File: src/rtl/frame_seq_pkg.sv
// rtl/frame_seq_pkg.sv - shared types and defaults for frame_sequencer
// Contents: default widths, pixel width, FSM state encoding, dimension/flush typedefs.
// PIXEL_SIZE normally comes from global.vh; a 24-bit {B2,B1,B0} default is used when absent.
`ifndef PIXEL_SIZE
`define PIXEL_SIZE 24
`endif

package frame_seq_pkg;

    localparam int DIM_W_DEF   = 16;
    localparam int FLUSH_W_DEF = 16;
    localparam int HBLANK_DEF  = 4;
    localparam int PIX_W       = `PIXEL_SIZE;

    typedef logic [DIM_W_DEF-1:0]   dim_t;
    typedef logic [FLUSH_W_DEF-1:0] flush_t;

    // S_BLANK is only reachable when FRAME_SEQ_HBLANK_EN is defined.
    typedef enum logic [2:0] {
        S_IDLE   = 3'd0,
        S_ACTIVE = 3'd1,
        S_BLANK  = 3'd2,
        S_FLUSH  = 3'd3,
        S_DONE   = 3'd4
    } state_t;

endpackage

File: src/rtl/frame_seq_if.sv
// rtl/frame_seq_if.sv - valid/ready pixel stream from the source into the sequencer
// Signals: s_valid (source has a pixel), s_ready (sequencer accepts), s_data (pixel {B2,B1,B0}).
// Modports: master = pixel source, slave = frame_sequencer.
interface frame_seq_if;

    logic                           s_valid;
    logic                           s_ready;
    logic [frame_seq_pkg::PIX_W-1:0] s_data;

    modport master (output s_valid, output s_data, input s_ready);
    modport slave  (input s_valid, input s_data, output s_ready);

endinterface

File: src/rtl/frame_seq_cnt.sv
// rtl/frame_seq_cnt.sv - x/y raster counter with row wrap and last-column/last-row flags
// Ports: clk, rst_n (async active-low), clear_i (zero both counters), advance_i (one pixel
//        accepted), col_max_i/row_max_i (latched width-1/height-1), col_o/row_o (position of
//        the next pixel), last_col_o/last_row_o (position sits on the final column/row).
module frame_seq_cnt
#(
    parameter int DIM_W = frame_seq_pkg::DIM_W_DEF
) (
    input  logic             clk,
    input  logic             rst_n,
    input  logic             clear_i,
    input  logic             advance_i,
    input  logic [DIM_W-1:0] col_max_i,
    input  logic [DIM_W-1:0] row_max_i,
    output logic [DIM_W-1:0] col_o,
    output logic [DIM_W-1:0] row_o,
    output logic             last_col_o,
    output logic             last_row_o
);

    logic [DIM_W-1:0] col_q, col_d;
    logic [DIM_W-1:0] row_q, row_d;

    assign last_col_o = (col_q == col_max_i);
    assign last_row_o = (row_q == row_max_i);
    assign col_o      = col_q;
    assign row_o      = row_q;

    always_comb begin
        col_d = col_q;
        row_d = row_q;
        if (clear_i) begin
            col_d = '0;
            row_d = '0;
        end else if (advance_i) begin
            if (last_col_o) begin
                col_d = '0;
                row_d = last_row_o ? '0 : row_q + DIM_W'(1);
            end else begin
                col_d = col_q + DIM_W'(1);
            end
        end
    end

    always_ff @(posedge clk or negedge rst_n) begin
        if (!rst_n) begin
            col_q <= '0;
            row_q <= '0;
        end else begin
            col_q <= col_d;
            row_q <= row_d;
        end
    end

endmodule

File: src/rtl/frame_sequencer.sv
// rtl/frame_sequencer.sv - sequences one bitmap frame into the pixel datapath, then flushes it
// Ports: clk, reset_n (async active-low), start/abort controls, width/height/flush_len (latched
//        on an accepted start), src (pixel stream slave), en/hsync/vsync/pix_data/x/y (registered
//        datapath drive), busy (not IDLE), frame_done (one-cycle pulse at frame end).
// Optional macro FRAME_SEQ_HBLANK_EN: inserts HBLANK idle cycles between rows.
module frame_sequencer
    import frame_seq_pkg::*;
#(
    parameter int DIM_W   = DIM_W_DEF,
    parameter int FLUSH_W = FLUSH_W_DEF
`ifdef FRAME_SEQ_HBLANK_EN
    ,
    parameter int HBLANK  = HBLANK_DEF
`endif
) (
    input  logic               clk,
    input  logic               reset_n,
    input  logic               start,
    input  logic               abort,
    input  logic [DIM_W-1:0]   width,
    input  logic [DIM_W-1:0]   height,
    input  logic [FLUSH_W-1:0] flush_len,
    frame_seq_if.slave         src,
    output logic               en,
    output logic               hsync,
    output logic               vsync,
    output logic [PIX_W-1:0]   pix_data,
    output logic [DIM_W-1:0]   x,
    output logic [DIM_W-1:0]   y,
    output logic               busy,
    output logic               frame_done
);

    state_t               state_q, state_d;
    logic [DIM_W-1:0]     w_max_q, w_max_d;
    logic [DIM_W-1:0]     h_max_q, h_max_d;
    logic [FLUSH_W-1:0]   flen_q, flen_d;
    logic [FLUSH_W-1:0]   cnt_q, cnt_d;
    logic                 en_q, en_d;
    logic                 hsync_q, hsync_d;
    logic                 vsync_q, vsync_d;
    logic [PIX_W-1:0]     pix_q, pix_d;
    logic [DIM_W-1:0]     x_q, x_d;
    logic [DIM_W-1:0]     y_q, y_d;
    logic                 done_q, done_d;

    logic                 s_ready_c;
    logic                 beat;
    logic                 cnt_clear;
    logic [DIM_W-1:0]     col, row;
    logic                 last_col, last_row, last_pix;

    frame_seq_cnt #(.DIM_W(DIM_W)) u_cnt (
        .clk        (clk),
        .rst_n      (reset_n),
        .clear_i    (cnt_clear),
        .advance_i  (beat),
        .col_max_i  (w_max_q),
        .row_max_i  (h_max_q),
        .col_o      (col),
        .row_o      (row),
        .last_col_o (last_col),
        .last_row_o (last_row)
    );

    assign last_pix    = last_col & last_row;
    assign src.s_ready = s_ready_c;

    always_comb begin
        state_d   = state_q;
        w_max_d   = w_max_q;
        h_max_d   = h_max_q;
        flen_d    = flen_q;
        cnt_d     = cnt_q;
        en_d      = 1'b0;
        hsync_d   = 1'b0;
        vsync_d   = 1'b0;
        pix_d     = pix_q;
        x_d       = x_q;
        y_d       = y_q;
        done_d    = 1'b0;
        s_ready_c = 1'b0;
        beat      = 1'b0;
        cnt_clear = 1'b0;

        // Abort outranks everything, including a final beat; s_ready is held low so the
        // source never sees a handshake for a pixel that is being dropped.
        if (abort) begin
            state_d   = S_IDLE;
            cnt_d     = '0;
            cnt_clear = 1'b1;
        end else begin
            case (state_q)
                S_IDLE: begin
                    if (start) begin
                        // Store width-1/height-1 so the raster compare needs no subtractor.
                        w_max_d   = width - DIM_W'(1);
                        h_max_d   = height - DIM_W'(1);
                        flen_d    = flush_len;
                        cnt_clear = 1'b1;
                        state_d   = (width == '0 || height == '0) ? S_DONE : S_ACTIVE;
                    end
                end
                S_ACTIVE: begin
                    s_ready_c = 1'b1;
                    beat      = src.s_valid;
                    if (beat) begin
                        en_d    = 1'b1;
                        pix_d   = src.s_data;
                        x_d     = col;
                        y_d     = row;
                        hsync_d = (col == '0);
                        vsync_d = (col == '0) && (row == '0);
                        if (last_pix) begin
                            if (flen_q == '0) begin
                                state_d = S_DONE;
                            end else begin
                                state_d = S_FLUSH;
                                cnt_d   = flen_q;
                            end
                        end
`ifdef FRAME_SEQ_HBLANK_EN
                        else if (last_col && (HBLANK != 0)) begin
                            state_d = S_BLANK;
                            cnt_d   = FLUSH_W'(HBLANK);
                        end
`endif
                    end
                end
                S_BLANK: begin
                    cnt_d = cnt_q - FLUSH_W'(1);
                    if (cnt_q == FLUSH_W'(1)) begin
                        state_d = S_ACTIVE;
                    end
                end
                S_FLUSH: begin
                    en_d  = 1'b1;
                    pix_d = '0;
                    cnt_d = cnt_q - FLUSH_W'(1);
                    if (cnt_q == FLUSH_W'(1)) begin
                        state_d = S_DONE;
                    end
                end
                S_DONE: begin
                    done_d  = 1'b1;
                    state_d = S_IDLE;
                end
                default: begin
                    state_d = S_IDLE;
                end
            endcase
        end
    end

    always_ff @(posedge clk or negedge reset_n) begin
        if (!reset_n) begin
            state_q <= S_IDLE;
            w_max_q <= '0;
            h_max_q <= '0;
            flen_q  <= '0;
            cnt_q   <= '0;
            en_q    <= 1'b0;
            hsync_q <= 1'b0;
            vsync_q <= 1'b0;
            pix_q   <= '0;
            x_q     <= '0;
            y_q     <= '0;
            done_q  <= 1'b0;
        end else begin
            state_q <= state_d;
            w_max_q <= w_max_d;
            h_max_q <= h_max_d;
            flen_q  <= flen_d;
            cnt_q   <= cnt_d;
            en_q    <= en_d;
            hsync_q <= hsync_d;
            vsync_q <= vsync_d;
            pix_q   <= pix_d;
            x_q     <= x_d;
            y_q     <= y_d;
            done_q  <= done_d;
        end
    end

    // frame_done is registered out of DONE, so it lands in the first IDLE cycle and
    // busy falls in that same cycle.
    assign en         = en_q;
    assign hsync      = hsync_q;
    assign vsync      = vsync_q;
    assign pix_data   = pix_q;
    assign x          = x_q;
    assign y          = y_q;
    assign frame_done = done_q;
    assign busy       = (state_q != S_IDLE);

endmodule
File: src/flat_wrapper.sv
// flat-port wrapper written by rule: the top's interface ports become plain ports
module frame_sequencer_flat import frame_seq_pkg::*;
#(
    parameter int DIM_W   = DIM_W_DEF,
    parameter int FLUSH_W = FLUSH_W_DEF

)
  (clk, reset_n, start, abort, width, height, flush_len, en, hsync, vsync, pix_data, x, y, busy, frame_done, src_s_valid, src_s_data, src_s_ready);
  frame_seq_if src_i ();
  input  logic clk;
  input  logic reset_n;
  input  logic start;
  input  logic abort;
  input  logic [DIM_W-1:0] width;
  input  logic [DIM_W-1:0] height;
  input  logic [FLUSH_W-1:0] flush_len;
  output logic en;
  output logic hsync;
  output logic vsync;
  output logic [PIX_W-1:0] pix_data;
  output logic [DIM_W-1:0] x;
  output logic [DIM_W-1:0] y;
  output logic busy;
  output logic frame_done;
  input wire logic [$bits(src_i.s_valid)-1:0] src_s_valid;
  input wire logic [$bits(src_i.s_data)-1:0] src_s_data;
  output wire logic [$bits(src_i.s_ready)-1:0] src_s_ready;
  assign src_i.s_valid = src_s_valid;
  assign src_i.s_data = src_s_data;
  assign src_s_ready = src_i.s_ready;
  frame_sequencer #(.DIM_W(DIM_W), .FLUSH_W(FLUSH_W)) u_core (.clk(clk), .reset_n(reset_n), .start(start), .abort(abort), .width(width), .height(height), .flush_len(flush_len), .src(src_i), .en(en), .hsync(hsync), .vsync(vsync), .pix_data(pix_data), .x(x), .y(y), .busy(busy), .frame_done(frame_done));
endmodule
File: config.mk
export PLATFORM = sky130hd
export DESIGN_NAME = frame_sequencer_flat
export DESIGN_NICKNAME = d
export VERILOG_FILES = /design/src/rtl/frame_seq_pkg.sv /design/src/rtl/frame_seq_if.sv /design/src/rtl/frame_seq_cnt.sv /design/src/rtl/frame_sequencer.sv /design/src/flat_wrapper.sv
export SDC_FILE = /design/constraint.sdc
export NUM_CORES = 1
export LEC_CHECK = 0
export ABC_AREA = 1
export ABC_CLOCK_PERIOD_IN_PS = 2600
export CAP_MARGIN = 30
export CORE_MARGIN = 4
export CORE_UTILIZATION = 35
export DETAILED_ROUTE_END_ITERATION = 8
export PLACE_DENSITY = 0.59
export SLEW_MARGIN = 20
export SYNTH_ARGS = -nofsm -noshare
export SYNTH_HDL_FRONTEND = slang
export SYNTH_SLANG_ARGS = --single-unit
File: constraint.sdc
create_clock -name clk -period 2.6 [get_ports clk]
set_clock_uncertainty 0.1 [all_clocks]
set_input_delay 0.78 -clock clk [delete_from_list [all_inputs] [get_ports clk]]
set_output_delay 0.78 -clock clk [all_outputs]
set_load 0.02 [all_outputs]
# Word-level counts from Yosys, hierarchy flattened
# Index checks and enable logic that the tools add are counted.
# Widths: inputs -> output; s select.
dict set report word_totals {
  regBits 159
  in_bits 77
  elab_cells 96
}
dict set report classes {
  add_sub_neg 5
  n_eq_ne 14
  mux 41
  n_bitwise 2
  n_reduce_logical 20
}
# cell count
set op_table {}
lappend op_table {{$mux 16} 11}
lappend op_table {{$logic_not 16->1} 5}
lappend op_table {{$pmux 24 s2} 1}
lappend op_table {{$sub 16x1->16 const B} 3}
lappend op_table {{$add 16x1->16 const B} 2}
lappend op_table {{$eq 16x16->1} 2}
lappend op_table {{$pmux 16 s2} 1}
lappend op_table {{$mux 24} 1}
lappend op_table {{$mux 3} 8}
lappend op_table {{$mux 1} 17}
lappend op_table {{$eq 16x1->1 const B} 1}
lappend op_table {{$pmux 3 s4} 1}
lappend op_table {{$ne 3x2->1 const B} 3}
lappend op_table {{$ne 3x3->1 const B} 3}
lappend op_table {{$reduce_and 3->1} 3}
lappend op_table {{$eq 3x2->1 const B} 2}
lappend op_table {{$reduce_bool 2->1} 3}
lappend op_table {{$reduce_bool 3->1} 2}
lappend op_table {{$reduce_and 5->1} 1}
lappend op_table {{$reduce_and 4->1} 1}
lappend op_table {{$eq 3x1->1 const B} 1}
lappend op_table {{$eq 3x3->1 const B} 1}
lappend op_table {{$logic_not 3->1} 1}
lappend op_table {{$ne 2x2->1 const B} 1}
lappend op_table {{other kinds (7)} 7}

# Depth between registers and ports, before layout
dict set report depth {
  depth_word 6
  ltp_mapped 14
}

# Hierarchy
# A second synthesis with hierarchy kept.
dict set report unflattened {
  hier_cells 1244
  hier_area_um2 8795.9
}
# mod n_inst cells_per_inst area_per_inst_um2
set by_module_without_submodules {}
lappend by_module_without_submodules {frame_sequencer 1 815 6291.0}
lappend by_module_without_submodules {frame_seq_cnt 1 429 2504.9}

# Worst setup path after synthesis
# No wires, ideal clock.
dict set report synth_path {
  kind {input -> output}
  from {in abort}
  to {out src_s_ready}
  arrival_ps 1133
  required_ps 1720
  path_slack_ps 587
  cell_stages 2
  n_path_buf 1
  cell_sequence {buf_4 > nor2_4}
}
dict set report synth_between {
  elab_chain_cells 1
}
# element line
set synth_lines {}
lappend synth_lines {{start, declared} flat_wrapper.sv:13} ;# input logic abort;
lappend synth_lines {{$mux 1} frame_sequencer.sv:88} ;# if (abort) begin
lappend synth_lines {{end, declared} flat_wrapper.sv:27} ;# output wire logic [$bits(src_i.s_ready)-1:0] src_s_ready;
# No other way between the ends.

# Worst setup path after layout
# Ends and elaborated chain as after synthesis.

==> impl_metrics.tcl <==
set metrics [dict create \
    wl_mm 22.9 \
    avgSynthCellArea_sq_um 7.47 \
    min_path_type "primary input to asynchronous set/reset pin" \
    seqPwrFrac 0.369 \
    crit_required_ns 1.72 \
    cts_setup_buffers 0 \
    drive_gt1_frac 0.0765 \
    status "finished clean" \
    syn-cell-area_sq_mm 0.00870 \
    grt_util_all_layers 0.168 \
    slew_headroom 0.668 \
    wire_per_inst_um 13.8 \
    r2r.worst_path.cells 12 \
    placedCellCount 1626 \
    postCtsResizedCells 1 \
    seq_area_frac_synth 0.457 \
    worstPathMaxFanout 3 \
    yosysWarnings 0 \
    power.density_mw_per_mm2 919 \
    postLayoutCellArea_sq_mm 0.0112 \
    worstSetupPathDepth 3 \
    portBuffers 138 \
    ys_types 39 \
    cpPeakStageDelay_ns 0.51 \
    finalHoldViolCount 0 \
    clockPowerShare 0.250 \
    internal-power_w 0.00632 \
    worst_pin_slew_ns 0.498 \
    slew_viol_final 0 \
    cts_sinks 159 \
    clk_latency_ns 0.44 \
    dieHeight_um 166 \
    setup_viol 0 \
    clkSlewWorstSetupHoldPaths_ns 0.07 \
    via_per_inst 4.68 \
    grt_first_pass_wirelength_mm 38.3 \
    grt.overflow.total 0 \
    n_antenna_cell 0 \
    drt_iter0_drc 512 \
    crit_family "buffers and inverters" \
    fp.dieW_um 166 \
    p_sw_frac 0.389 \
    remaining_drc_errors 0 \
    antenna_found_initial 0 \
    ir_drop_mv 0.383 \
    max_freq_mhz 394 \
    end_kind "primary output" \
    grt_pass1_vias 7541 \
    path_buf_inv 2 \
    layout.nets 1408 \
    syn_to_final_growth_pct 29.3 \
    core_area_sq_mm 0.0244 \
    cts_buffer_depth 2 \
    power_w 0.0103 \
    rsz0062_at_grt "false" \
    dp_hpwl_mm 17.6 \
    cts_made_buffers 17 \
    p_leak_nw 5.13 \
    synthCells 1164 \
    arrival_ns 1.66 \
    path_cells "clkdlybuf4s50_1 -> nor2_4 -> buf_4" \
    min_period_ns 2.54 \
    cts-root-buf "clkbuf_16" \
    cp_slowest_cell "clkdlybuf4s50_1" \
    ctsHoldBuffers 0 \
    dr.pass1.iters 5 \
    final_antenna_net_count 0 \
    fin_crit_sh 0.976 \
    hold_slack_ns 0.175 \
    gp_congestion 0.905 \
    htree_levels 4 \
    vias 7754 \
    grt_max_degree 53 \
    worst-setup-path-type "primary input to primary output" \
    row_count 57 \
    synth-seq-cells 159 \
    switching_power_w 0.00402 \
    fin_util 0.461 \
    p_comb_frac 0.381 \
    max_cap_violations 0 \
    placed_cell_area_sq_mm 0.0106 \
    io_pins 139 \
    cts_tree "done" \
    crit_path_start_kind "primary input" \
    dieArea_sq_mm 0.0274 \
    stdcell_count 1658 \
    start_util 0.357 \
    synth_nets 1251 \
]
-- power groups by stage --
| stage | sequential, W | clock, W | combinational [W] |
|---|---|---|---|
| detailed placement | 0.00387 | 0 | 0.00398 |
| global placement | 0.00384 | 0 | 0.00393 |
| floorplan | 0.00408 | 0 | 0.00217 |
| finish | 0.00382 | 0.00259 | 0.00394 |
| global route | 0.00392 | 0.00275 | 0.00443 |
| CTS | 0.00382 | 0.00265 | 0.00399 |
-- cells in the mapped netlist --
| cell | instances | area share |
|---|---|---|
| nand2_1 | 364 | 0.16 |
| buf_8 | 1 | 0.0017 |
| nor2_2 | 2 | 0.0014 |
| nor3_1 | 30 | 0.017 |
| nor4_1 | 4 | 0.0029 |
| inv_1 | 122 | 0.053 |
| o22ai_1 | 4 | 0.0029 |
| dfrtp_1 | 159 | 0.46 |
| inv_2 | 7 | 0.0030 |
| a31oi_1 | 10 | 0.0072 |
| o21ai_0 | 110 | 0.063 |
| o31ai_1 | 3 | 0.0026 |
| nor2_4 | 5 | 0.0065 |
| nor3_2 | 1 | 0.0012 |
| nand2_2 | 7 | 0.0050 |
| and3_1 | 4 | 0.0029 |
| buf_6 | 6 | 0.0078 |
| or2_0 | 1 | 0.00072 |
| o21ai_1 | 5 | 0.0029 |
| nand3_2 | 1 | 0.0012 |
| a21boi_4 | 1 | 0.0022 |
| nand3b_1 | 2 | 0.0017 |
| nor2_1 | 131 | 0.057 |
| buf_4 | 5 | 0.0043 |
| o21bai_1 | 1 | 0.00086 |
| a21oi_1 | 11 | 0.0063 |
| nand2_4 | 1 | 0.0013 |
| nand3_1 | 58 | 0.033 |
| or2_2 | 1 | 0.00072 |
| clkbuf_1 | 12 | 0.0052 |
| xnor2_1 | 29 | 0.029 |
| nand4_1 | 13 | 0.0093 |
| ha_1 | 10 | 0.014 |
| xor2_1 | 24 | 0.024 |
| clkinv_1 | 1 | 0.00043 |
| and2_1 | 1 | 0.00072 |
| o21ai_2 | 2 | 0.0020 |
| xnor2_2 | 1 | 0.0019 |
| buf_2 | 14 | 0.0081 |
-- placed cells by master (no fill, tap or decap), drive strengths merged, types with 11 or more instances in the layout --
master / count
nand2: 372
dfrtp: 159
nor2: 138
inv: 136
clkdlybuf4s50: 135
o21ai: 117
nand3: 59
buf: 40
nor3: 31
xnor2: 30
xor2: 24
clkbuf: 17
nand4: 13
a21oi: 11
-- per-stage QoR --
step	setup TNS, ns	setup WS [ns]
after CTS	0	0.0748
after floorplan	0	0.587
after detailed placement	-0.00902	-0.00902
after global routing	0	0.0199
final	0	0.0619
after global placement	0	0.0337
-- per-layer routing --
| layer | wire length, um | vias to the layer above | track usage |
|---|---|---|---|
| li1 | - | 3995 | - |
| met1 | 11100 | 3544 | 0.240 |
| met2 | 10200 | 191 | 0.262 |
| met3 | 1150 | 24 | 0.0338 |
| met4 | 348 | 0 | 0.0452 |
| met5 | 0 | - | 0 |
-- sequential cells by signal (all words and copies together) (netlist names) --
name	cells
u_core.u_cnt.row_o	16
u_core.state_q	3
u_core.x	16
u_core.flen_q	16
u_core.pix_data	24
u_core.h_max_q	16
u_core.en	1
u_core.w_max_q	16
u_core.frame_done	1
u_core.cnt_q	16
u_core.u_cnt.col_o	16
u_core.y	16
u_core.hsync	1
u_core.vsync	1
-- worst reg2reg max path, stage by stage (launching register included) --
cell,delay (ns)
dfrtp_1,0.44
inv_1,0.15
nand2_1,0.07
nand2_1,0.05
nand3_1,0.06
nor2_1,0.18
nand2_1,0.10
nor2_1,0.15
nand2_2,0.07
nand2_2,0.11
nand2_2,0.22
nand2_1,0.14
nand2_1,0.07
-- cells by family (layout without fill, tap and decap cells) --
group                    Yosys count  count (layout)  synth area share
AND/OR/NAND/NOR                  626             626             0.300
buffers and inverters            168             338            0.0831
AO/OA/AOI/OAI                    147             147            0.0902
XOR/XNOR                          54              54            0.0552
adder cells (fa/ha/maj)           10              10            0.0144
flip-flops                       159             159             0.457
-- cell type report --
type	instances	area, sq um
timing repair buffer	176	1750
multi-input combinational	837	4010
fill	2432	13100
inverter	130	488
clock inverter	15	194
sequential	159	3980
tap	324	405
clock buffer	17	425
-- final timing paths --
kind	to	from	slack [ns]
min in group clk	u_core.frame_done	u_core.state_q[1]	0.38
hold / removal	u_core.pix_data[6]	reset_n	0.18
setup reg to reg	u_core.cnt_q[6]	u_core.u_cnt.row_o[13]	0.56
max in group asynchronous	u_core.h_max_q[11]	reset_n	1.60
setup / recovery	src_s_ready	abort	0.06
hold reg to reg	u_core.frame_done	u_core.state_q[1]	0.38
Note: power is estimated with default switching activity, not from simulation.
